--- src/rtl/conv3x3_window_engine_if.sv ---
// ---------------------------------------------------------------------------
// conv3x3_window_engine_if
// Bundles the control, kernel-load, image-read and result-stream signals of
// conv3x3_window_engine.
//   master : the engine (drives mem_rd/mem_addr, the result stream, busy/done)
//   slave  : the environment (drives start, kernel writes, mem_dout)
// Signals:
//   start            begin one image pass (sampled only while idle)
//   k_wr/k_idx/k_data kernel coefficient write (tap = r*3+c)
//   mem_rd/mem_addr  image read request; mem_dout returns one cycle later
//   out_valid/out_data/out_row/out_col  result stream
//   busy/done        pass status
// ---------------------------------------------------------------------------
interface conv3x3_window_engine_if #(
  parameter int DW = 8,
  parameter int AW = 6,
  parameter int RW = 3,
  parameter int CW = 3
);
  logic                 start;
  logic                 k_wr;
  logic [3:0]           k_idx;
  logic signed [DW-1:0] k_data;
  logic                 mem_rd;
  logic [AW-1:0]        mem_addr;
  logic signed [DW-1:0] mem_dout;
  logic                 out_valid;
  logic signed [DW-1:0] out_data;
  logic [RW-1:0]        out_row;
  logic [CW-1:0]        out_col;
  logic                 busy;
  logic                 done;

  modport master (
    input  start, k_wr, k_idx, k_data, mem_dout,
    output mem_rd, mem_addr, out_valid, out_data, out_row, out_col, busy, done
  );

  modport slave (
    output start, k_wr, k_idx, k_data, mem_dout,
    input  mem_rd, mem_addr, out_valid, out_data, out_row, out_col, busy, done
  );
endinterface

--- src/rtl/conv3x3_window_engine.sv ---
// ---------------------------------------------------------------------------
// conv3x3_window_engine
// Reads an IMG_H x IMG_W signed Q0.7 image through a 1-cycle-latency read
// port, convolves it with a locally stored signed Q0.7 3x3 kernel over the
// valid region, and streams (IMG_H-2)x(IMG_W-2) saturated Q0.7 results in
// raster order.
// Ports:
//   clk          clock, rising edge
//   rst_n        synchronous active-low reset
//   bus          conv3x3_window_engine_if.master (see interface header)
//   o_dbg_state  current FSM state (IDLE=0, READ=1, DRAIN=2, EMIT=3, DONE=4)
//
// Stream protocol: there is no back-pressure. mem_rd is a fire-and-forget
// request whose data is taken from mem_dout exactly one cycle later;
// out_valid is a single-cycle strobe and out_data/out_row/out_col are only
// meaningful while it is high (they hold their last value otherwise).
//
// Per result (base cycle B): READ B..B+8 issues the 9 tap reads, DRAIN B+9
// absorbs the last returning pixel, EMIT B+10 presents the result.
// ---------------------------------------------------------------------------
module conv3x3_window_engine #(
  parameter int IMG_W = 8,
  parameter int IMG_H = 8,
  parameter int DW    = 8,
  parameter int ACC_W = 20,
  parameter int FRAC  = 7
) (
  input  logic                 clk,
  input  logic                 rst_n,
  conv3x3_window_engine_if.master bus,
  output logic [2:0]           o_dbg_state
);
  localparam int AW = $clog2(IMG_W * IMG_H);
  localparam int RW = $clog2(IMG_H);
  localparam int CW = $clog2(IMG_W);
  localparam logic [RW-1:0] LAST_ROW = RW'(IMG_H - 3);
  localparam logic [CW-1:0] LAST_COL = CW'(IMG_W - 3);
  localparam logic signed [ACC_W-1:0] SAT_HI = ACC_W'((1 << (DW - 1)) - 1);
  localparam logic signed [ACC_W-1:0] SAT_LO = ACC_W'(-(1 << (DW - 1)));

  typedef enum logic [2:0] {
    S_IDLE  = 3'd0,
    S_READ  = 3'd1,
    S_DRAIN = 3'd2,
    S_EMIT  = 3'd3,
    S_DONE  = 3'd4
  } state_t;

  state_t                  r_state;
  state_t                  w_next_state;
  logic [3:0]              r_tap;
  logic [3:0]              r_tap_d;
  logic                    r_rd_d;
  logic [RW-1:0]           r_row;
  logic [CW-1:0]           r_col;
  logic signed [DW-1:0]    r_kern [0:8];
  logic signed [ACC_W-1:0] r_acc;
  logic [AW-1:0]           r_addr_hold;
  logic signed [DW-1:0]    r_out_data;
  logic [RW-1:0]           r_out_row;
  logic [CW-1:0]           r_out_col;

  logic                    w_mem_rd;
  logic                    w_out_valid;
  logic                    w_last;
  logic [1:0]              w_tr;
  logic [1:0]              w_tc;
  logic [AW-1:0]           w_addr;
  logic signed [2*DW-1:0]  w_prod;
  logic signed [ACC_W-1:0] w_prod_ext;
  logic signed [ACC_W-1:0] w_shift;
  logic signed [DW-1:0]    w_sat;

  assign w_last = (r_row == LAST_ROW) && (r_col == LAST_COL);

  // Next-state and decoded status outputs.
  always_comb begin
    w_next_state = r_state;
    w_mem_rd     = 1'b0;
    w_out_valid  = 1'b0;
    case (r_state)
      S_IDLE:  if (bus.start) w_next_state = S_READ;
      S_READ: begin
        w_mem_rd = 1'b1;
        if (r_tap == 4'd8) w_next_state = S_DRAIN;
      end
      S_DRAIN: w_next_state = S_EMIT;
      S_EMIT: begin
        w_out_valid  = 1'b1;
        w_next_state = w_last ? S_DONE : S_READ;
      end
      S_DONE:  w_next_state = S_IDLE;
      default: w_next_state = S_IDLE;
    endcase
  end

  // Tap index -> window offset (row = t/3, col = t%3).
  always_comb begin
    w_tr   = (r_tap >= 4'd6) ? 2'd2 : ((r_tap >= 4'd3) ? 2'd1 : 2'd0);
    w_tc   = 2'(r_tap - (4'(w_tr) * 4'd3));
    w_addr = (AW'(r_row) + AW'(w_tr)) * AW'(IMG_W) + AW'(r_col) + AW'(w_tc);
  end

  // Full-width signed product, sign-extended into the accumulator.
  assign w_prod     = bus.mem_dout * r_kern[r_tap_d];
  assign w_prod_ext = {{(ACC_W - 2*DW){w_prod[2*DW-1]}}, w_prod};

  // Arithmetic shift floors toward -inf, then clamp to the output range.
  always_comb begin
    w_shift = r_acc >>> FRAC;
    if (w_shift > SAT_HI)      w_sat = DW'(SAT_HI);
    else if (w_shift < SAT_LO) w_sat = DW'(SAT_LO);
    else                       w_sat = DW'(w_shift);
  end

  always_ff @(posedge clk) begin
    if (!rst_n) begin
      r_state     <= S_IDLE;
      r_tap       <= '0;
      r_tap_d     <= '0;
      r_rd_d      <= 1'b0;
      r_row       <= '0;
      r_col       <= '0;
      r_acc       <= '0;
      r_addr_hold <= '0;
      r_out_data  <= '0;
      r_out_row   <= '0;
      r_out_col   <= '0;
      for (int i = 0; i < 9; i++) r_kern[i] <= '0;
    end else begin
      r_state <= w_next_state;
      r_rd_d  <= w_mem_rd;
      r_tap_d <= r_tap;
      case (r_state)
        S_IDLE: begin
          if (bus.k_wr && (bus.k_idx <= 4'd8)) r_kern[bus.k_idx] <= bus.k_data;
          r_tap <= '0;
          r_row <= '0;
          r_col <= '0;
        end
        S_READ: r_tap <= (r_tap == 4'd8) ? 4'd0 : r_tap + 4'd1;
        S_EMIT: begin
          if (r_col == LAST_COL) begin
            r_col <= '0;
            r_row <= r_row + 1'b1;
          end else begin
            r_col <= r_col + 1'b1;
          end
        end
        default: ;
      endcase
      if (w_mem_rd) r_addr_hold <= w_addr;
      if (w_out_valid) begin
        r_out_data <= w_sat;
        r_out_row  <= r_row;
        r_out_col  <= r_col;
      end
      // Clear on the first read of a window; the previous window's last
      // pixel was already absorbed in DRAIN, so the two never collide.
      if (w_mem_rd && (r_tap == 4'd0)) r_acc <= '0;
      else if (r_rd_d)                 r_acc <= r_acc + w_prod_ext;
    end
  end

  assign bus.mem_rd    = w_mem_rd;
  assign bus.mem_addr  = w_mem_rd ? w_addr : r_addr_hold;
  assign bus.out_valid = w_out_valid;
  assign bus.out_data  = w_out_valid ? w_sat : r_out_data;
  assign bus.out_row   = w_out_valid ? r_row : r_out_row;
  assign bus.out_col   = w_out_valid ? r_col : r_out_col;
  assign bus.busy      = (r_state == S_READ) || (r_state == S_DRAIN) || (r_state == S_EMIT);
  assign bus.done      = (r_state == S_DONE);
  assign o_dbg_state   = r_state;
endmodule
--- src/flat_wrapper.sv ---
// flat-port wrapper written by rule: the top's interface ports become plain ports
module conv3x3_window_engine_flat 
#(
  parameter int IMG_W = 8,
  parameter int IMG_H = 8,
  parameter int DW    = 8,
  parameter int ACC_W = 20,
  parameter int FRAC  = 7
)
  (clk, rst_n, o_dbg_state, bus_start, bus_k_wr, bus_k_idx, bus_k_data, bus_mem_dout, bus_mem_rd, bus_mem_addr, bus_out_valid, bus_out_data, bus_out_row, bus_out_col, bus_busy, bus_done);
  conv3x3_window_engine_if #(.DW(DW)) bus_i ();
  input  logic clk;
  input  logic rst_n;
  output logic [2:0] o_dbg_state;
  input wire logic [$bits(bus_i.start)-1:0] bus_start;
  input wire logic [$bits(bus_i.k_wr)-1:0] bus_k_wr;
  input wire logic [$bits(bus_i.k_idx)-1:0] bus_k_idx;
  input wire logic [$bits(bus_i.k_data)-1:0] bus_k_data;
  input wire logic [$bits(bus_i.mem_dout)-1:0] bus_mem_dout;
  output wire logic [$bits(bus_i.mem_rd)-1:0] bus_mem_rd;
  output wire logic [$bits(bus_i.mem_addr)-1:0] bus_mem_addr;
  output wire logic [$bits(bus_i.out_valid)-1:0] bus_out_valid;
  output wire logic [$bits(bus_i.out_data)-1:0] bus_out_data;
  output wire logic [$bits(bus_i.out_row)-1:0] bus_out_row;
  output wire logic [$bits(bus_i.out_col)-1:0] bus_out_col;
  output wire logic [$bits(bus_i.busy)-1:0] bus_busy;
  output wire logic [$bits(bus_i.done)-1:0] bus_done;
  assign bus_i.start = bus_start;
  assign bus_i.k_wr = bus_k_wr;
  assign bus_i.k_idx = bus_k_idx;
  assign bus_i.k_data = bus_k_data;
  assign bus_i.mem_dout = bus_mem_dout;
  assign bus_mem_rd = bus_i.mem_rd;
  assign bus_mem_addr = bus_i.mem_addr;
  assign bus_out_valid = bus_i.out_valid;
  assign bus_out_data = bus_i.out_data;
  assign bus_out_row = bus_i.out_row;
  assign bus_out_col = bus_i.out_col;
  assign bus_busy = bus_i.busy;
  assign bus_done = bus_i.done;
  conv3x3_window_engine #(.IMG_W(IMG_W), .IMG_H(IMG_H), .DW(DW), .ACC_W(ACC_W), .FRAC(FRAC)) u_core (.clk(clk), .rst_n(rst_n), .bus(bus_i), .o_dbg_state(o_dbg_state));
endmodule
--- config.mk ---
export PLATFORM = sky130hd
export DESIGN_NAME = conv3x3_window_engine_flat
export DESIGN_NICKNAME = d
export VERILOG_FILES = /design/src/rtl/conv3x3_window_engine_if.sv /design/src/rtl/conv3x3_window_engine.sv /design/src/flat_wrapper.sv
export SDC_FILE = /design/constraint.sdc
export NUM_CORES = 1
export LEC_CHECK = 0
export CAP_MARGIN = 10
export CORE_ASPECT_RATIO = 0.5
export CORE_MARGIN = 3
export CORE_UTILIZATION = 55
export DETAILED_ROUTE_END_ITERATION = 8
export HOLD_SLACK_MARGIN = 0.15
export PLACE_DENSITY = 0.73
export SLEW_MARGIN = 15
export SYNTH_ARGS = -nofsm -noshare
export SYNTH_HDL_FRONTEND = slang
export SYNTH_SLANG_ARGS = --single-unit
--- constraint.sdc ---
create_clock -name clk -period 7.8 [get_ports clk]
set_clock_uncertainty 0.15 [all_clocks]
set_input_delay 1.56 -clock clk [delete_from_list [all_inputs] [get_ports clk]]
set_output_delay 1.56 -clock clk [all_outputs]
set_load 0.01 [all_outputs]
==> flow_summary.toml <==
[run_status]
status = "complete, no violations"

[grt]
grt_pass1_vias = 7354
grt_pass1_wl_mm = 38.58
grt_max_degree = 37
antenna_found_initial = 0
overflow = 0
grtUsageTotal_pct = 21.83

[floorplanning]
core_area_sq_um = 20000
floorplan.initialDensity_pct = 57.72
pin_count = 51
row_count = 36
dieArea_sq_um = 22870
fp.dieH_um = 108.4
die_w_um = 210.9

[worst_hold_path]
whs_endpoint = "u_core.r_acc[3]"
hold_path.class = "reg2reg"
worstHoldStart = "u_core.r_acc[3]"
hold_depth = 2

[timing]
max_clock_freq_mhz = 148.1
setup_viol = 0
max_slew_margin_pct = 32.22
min_period_ns = 6.753
hold_viol = 0
period_share_pct = 86.58
hold_slack_ns = 0.3531
slew_viol_final = 0
worstMarginPinSlew_ns = 1.009
rsz0062_at_grt = "no"
setup_tns_ns = 0

[routing]
wl_per_cell_um = 17.45
first_pass_iters = 4
vias_per_cell = 5.442
drc = 0
drt-total-wl_mm = 23.32
vias = 7276
antenna_left = 0
first_iter_violations = 616

[logic_synthesis]
syn_area_sq_um = 11540
async_flop_share_pct = 0
syn_avg_cell_area_sq_um = 12.14
yosys_warnings = 0
netlist_instances = 951
synth-seq-cells = 186
synth_edf_count = 128
synthFlopType = "edfxtp_1"
synth_cell_types = 55
ys_seq_area_share_pct = 43.36

[cells_and_area]
design_area_sq_um = 13110
areaGrowthSynthToFinish_pct = 13.56
drive_gt1_share_pct = 7.750
antenna_cells = 0
final_nets = 1227

[clock_tree]
hold_buffers = 0
clkTransAtPathRegs_ns = 0.07
cts.sinks = 186
clock_latency_ns = 0.43
cts_resized = 0
cts_tree = "yes"
cts_buffers = 17
postCtsSetupBuffers = 0
htreeDepth = 4
cts-root-buf = "clkbuf_16"
cts_buffer_depth = 2

[setup_path]
rr_worst_depth = 18
cp_max_fo = 32
r2r-end = "u_core.r_acc[19]"
path_class = "reg2reg"
max_stage_delay_ns = 0.75
cp.arrival_ns = 6.97
start_kind = "register"
rrSetupSlack_ns = 1.05
slowest_stage = "fa_1"
cp-end-kind = "register"
path_buf_inv = 5
cp_cell_sequence = "buf_12 -> mux4_2 -> mux4_2 -> and2_1 -> fa_1 -> inv_1 -> fa_1 -> inv_1 -> fa_1 -> inv_1 -> fa_1 -> inv_1 -> ha_1 -> ha_1 -> a21oi_1 -> o21ai_0 -> or4_1 -> o211ai_1"
critical_path.top_delay_family = "adder cells"
cp.required_ns = 8.01

[pwr]
leakage_nw = 5.418
power_density_nw_per_um2 = 281.9
irDropWorstVdd_v = 0.0002081

[placed_design]
numPortBuffers = 50
dpl-instance-area_sq_um = 12540
dpl.hpwl_mm = 16.99
place_congestion = 0.8936

[flow_run]
cap_violations = 0
## registers in the layout, indices dropped and copies added (netlist names), named ones only
register	count
u_core.r_addr_hold	6
u_core.r_kern	128
u_core.o_dbg_state	3
u_core.r_tap	4
u_core.r_acc	20
u_core.r_col	3
u_core.r_rd_d	1
u_core.r_out_col	3
u_core.r_out_data	8
u_core.r_out_row	3
u_core.r_row	3
## layer usage
layer / wire length (um) / up-vias / track usage, %
met5: 0 / - / 0
met4: 251 / 0 / 3.962
met3: 1029 / 24 / 4.435
met2: 11470 / 145 / 36.36
met1: 10570 / 3675 / 30.55
li1: - / 3432 / -
## stage by stage
stage | instances | power [W] | utilization (%) | worst slack (ns)
floorplan | 1006 | 0.002482 | - | 1.449
global placement | 1305 | 0.002821 | 62.70 | 0.8094
detailed placement | 1305 | 0.002873 | 62.70 | 0.6585
CTS | 1337 | 0.003720 | 65.55 | 1.001
global route | 1337 | 0.003990 | 65.55 | 0.6404
finish | 1337 | 0.003696 | 65.55 | 1.047
## logic make-up after synthesis
family	share of synthesized area, %
mux	9.354
fa+ha+maj	21.57
buf+inv	4.401
flops	43.36
xor+xnor	1.745
simple gates	14.50
compound gates	5.040
other cells	0.03249
## power by group
group	internal (W)	switching [W]	total [W]
combinational	0.000700	0.000977	0.00168
clock	0.000451	0.000398	0.000849
sequential	0.00112	0.0000487	0.00117
total	0.00227	0.00142	0.00370
## worst reg2reg max path, delay by kind of cell, from the launching register on
family          cells  cell delay (ns)
simple gates        2             0.75
compound gates      3             0.56
buf+inv             5             0.65
fa+ha+maj           6             3.02
mux                 2             1.23
flops               1             0.34
## cell usage after synthesis, types with 3 or more instances
cell,number,area (sq um)
and2_1,128,800.8
edfxtp_1,128,3844
inv_1,95,356.6
fa_1,90,1802
nand2_1,75,281.5
dfxtp_1,58,1161
ha_1,55,688.2
nor2_1,52,195.2
o21ai_0,36,180.2
mux4_2,32,720.7
a21oi_1,22,110.1
clkbuf_1,20,75.07
xnor2_1,20,175.2
nand3_1,15,75.07
mux2i_1,13,130.1
nor3_1,12,60.06
and3_1,11,68.82
a211oi_1,10,75.07
mux4_1,7,183.9
buf_2,6,30.03
nand2b_1,6,37.54
a21o_1,4,30.03
mux2_2,4,45.04
o21bai_1,4,30.03
a31oi_1,3,18.77
nand4_1,3,18.77
o22ai_1,3,18.77
xor2_1,3,26.28
## cell type report
| type | instances | area [sq um] |
|---|---|---|
| Timing Repair Buffer | 62 | 603.1 |
| Fill cell | 1547 | 6890 |
| Multi-Input combinational cell | 695 | 6237 |
| Clock inverter | 12 | 132.6 |
| Inverter | 96 | 360.3 |
| Sequential cell | 186 | 5006 |
| Tap cell | 266 | 332.8 |
| Clock buffer | 20 | 436.7 |
## how the worst max path moves through the flow
stage,end,cells past startpoint,slack (ns)
floorplan,u_core.r_acc[19],19,1.45
global placement,u_core.r_acc[19],16,0.81
detailed placement,u_core.r_acc[19],16,0.66
CTS,u_core.r_acc[19],18,1.00
global route,u_core.r_acc[19],18,0.64
finish,u_core.r_acc[19],18,1.05
## cell usage in the layout, fill, tap and decap left out, drive strengths merged, types with 50 or more instances in the layout
cell / Yosys / routed
nor2: 52 / 52
fa: 90 / 90
and2: 130 / 130
ha: 55 / 55
conb: 1 / 56
clkdlybuf4s50: 0 / 50
inv: 95 / 101
edfxtp: 128 / 128
nand2: 75 / 75
dfxtp: 58 / 58
(Power assumes the default switching activity.)
==> patch, RTL diff (same settings) <==
`DW` is set to 8 in 3 places; all go to 7.
--- a/src/rtl/conv3x3_window_engine_if.sv
+++ b/src/rtl/conv3x3_window_engine_if.sv
@@ -13,5 +13,5 @@
 // ---------------------------------------------------------------------------
 interface conv3x3_window_engine_if #(
-  parameter int DW = 8,
+  parameter int DW = 7,
   parameter int AW = 6,
   parameter int RW = 3,
--- a/src/rtl/conv3x3_window_engine.sv
+++ b/src/rtl/conv3x3_window_engine.sv
@@ -22,5 +22,5 @@
   parameter int IMG_W = 8,
   parameter int IMG_H = 8,
-  parameter int DW    = 8,
+  parameter int DW    = 7,
   parameter int ACC_W = 20,
   parameter int FRAC  = 7
--- a/src/flat_wrapper.sv
+++ b/src/flat_wrapper.sv
@@ -4,5 +4,5 @@
   parameter int IMG_W = 8,
   parameter int IMG_H = 8,
-  parameter int DW    = 8,
+  parameter int DW    = 7,
   parameter int ACC_W = 20,
   parameter int FRAC  = 7
Interface: changed (resized bus_k_data, bus_mem_dout and bus_out_data); port bits go from 51 to 48. The function was not compared with the original's and may differ.
==> patch against the unedited design <==
  * Sequential cell count decreased by 17
  * Fmax decreased by 1.1%
  * Synthesized area decreased by 9.2%
  * Final area decreased by 8.2%
  * Synthesized cell count decreased by 4.8%
  * First-iteration DRC count decreased by 29%
  * Setup slack got worse by 0.078 ns
  * Wire length decreased by 8.6%
  * Total power decreased by 15%
  * Highest routed layer unchanged
==> patch: results (changes against the unedited design) <==
outcome: "finished, final reports clean"
grt_pass1_wl_microns: 35900  # -6.8%
layout.nets: 1150  # -6.3%
synth_edf_count: 112  # -13%
clk_path_buf_depth: 2  # unchanged
synth_cell_types: 54  # -1.8%
synth.area.top_cells: "edfxtp_1 (32%), fa_1 (14%), dfxtp_1 (11%)"
drive_gt1_share_pct: 8.28  # +0.53 points
pre_cts_ws_ns: 0.639  # -0.0198 ns
ir_worst_vdd_mv: 0.196  # -5.9%
drtIter0Drc: 438  # -29%
routed_wl_microns: 21300  # -8.6%
numCtsBuffers: 17  # unchanged
p_leak_uw: 0.00506  # -6.7%
intPower_uw: 2000  # -12%
firstDrtPassIters: 5  # +1
critPathMaxStageDelay_ns: 0.60  # -0.15 ns
synth_commonest_cells: "inv_1 (127), and2_1 (122), edfxtp_1 (112)"
slowest_stage: "mux4_2"
vias: 6640  # -8.7%
place.gp.congestion: 0.883  # -1.2%
cp_max_fo: 7  # -78%
portBuffers: 47  # -6.0%
ys_seq_area_share_pct: 43.0  # -0.37 points
slew_headroom_pct: 20.6  # -12 points
placed_cell_area_sq_mm: 0.0114  # -9.0%
track_usage_pct: 21.6  # -0.21 points
grt_max_degree: 46  # +24%
biggestRegsByFlops: "u_core.r_kern x112, u_core.r_acc x20, u_core.r_out_data x7"
dp_hpwl_microns: 15700  # -7.7%
[patch: cells by family (layout without fill, tap and decap cells)]
kind of cell	after synthesis	count (layout)	share of synthesized area (%)
flip-flops	169	169	43.0
XOR/XNOR	26	26	2.17
other	1	49	0.0358
AND/OR/NAND/NOR	296	296	14.8
buffers and inverters	154	215	5.71
multiplexers	54	54	9.14
AO/OA/AOI/OAI	78	78	4.84
adder cells (fa/ha/maj)	127	127	20.3
[patch: worst paths after layout]
kind              slack [ns]            start  cells after the start                to
setup / recovery        0.97             flop                     20  u_core.r_acc[18]
hold / removal          0.35  u_core.r_acc[6]                      2   u_core.r_acc[6]
setup reg to reg        0.97             flop                     20  u_core.r_acc[18]
hold reg to reg         0.35  u_core.r_acc[6]                      2   u_core.r_acc[6]
[patch: layout make-up]
cell class,count,area [sq um]
sequential,169,4510
clock buffer,17,425
clock inverter,15,204
inverter,128,480
fill,1342,5950
multi-input combinational,630,5570
timing repair buffer,55,543
tap,252,315
[patch: per-stage QoR]
step	std cells	hold WS [ns]
final	1266	0.355
after global routing	1266	0.382
after CTS	1266	0.359
after detailed placement	1234	0.342
after global placement	1234	0.327
after floorplan	953	0.310
[patch: worst min-delay path, delay by kind of cell (launching register included)]
kind	cells	cell delay, ns
DFF	1	0.33
muxes	1	0.07
and+or+nand+nor	1	0.07
[patch: metal layers]
layer	up-vias	GRT usage (%)	routed length [microns]
li1	3182	-	-
met1	3303	29.1	9740
met2	132	36.9	10500
met3	23	3.76	843
met4	0	5.52	262
met5	-	0	0
[patch: power by group through the flow]
stage	sequential [uW]	combinational, uW	clock [uW]
final	1050	1210	879
after global routing	1060	1390	928
after CTS	1050	1220	896
after detailed placement	1070	1210	0
after global placement	1070	1160	0
after floorplan	1050	931	0
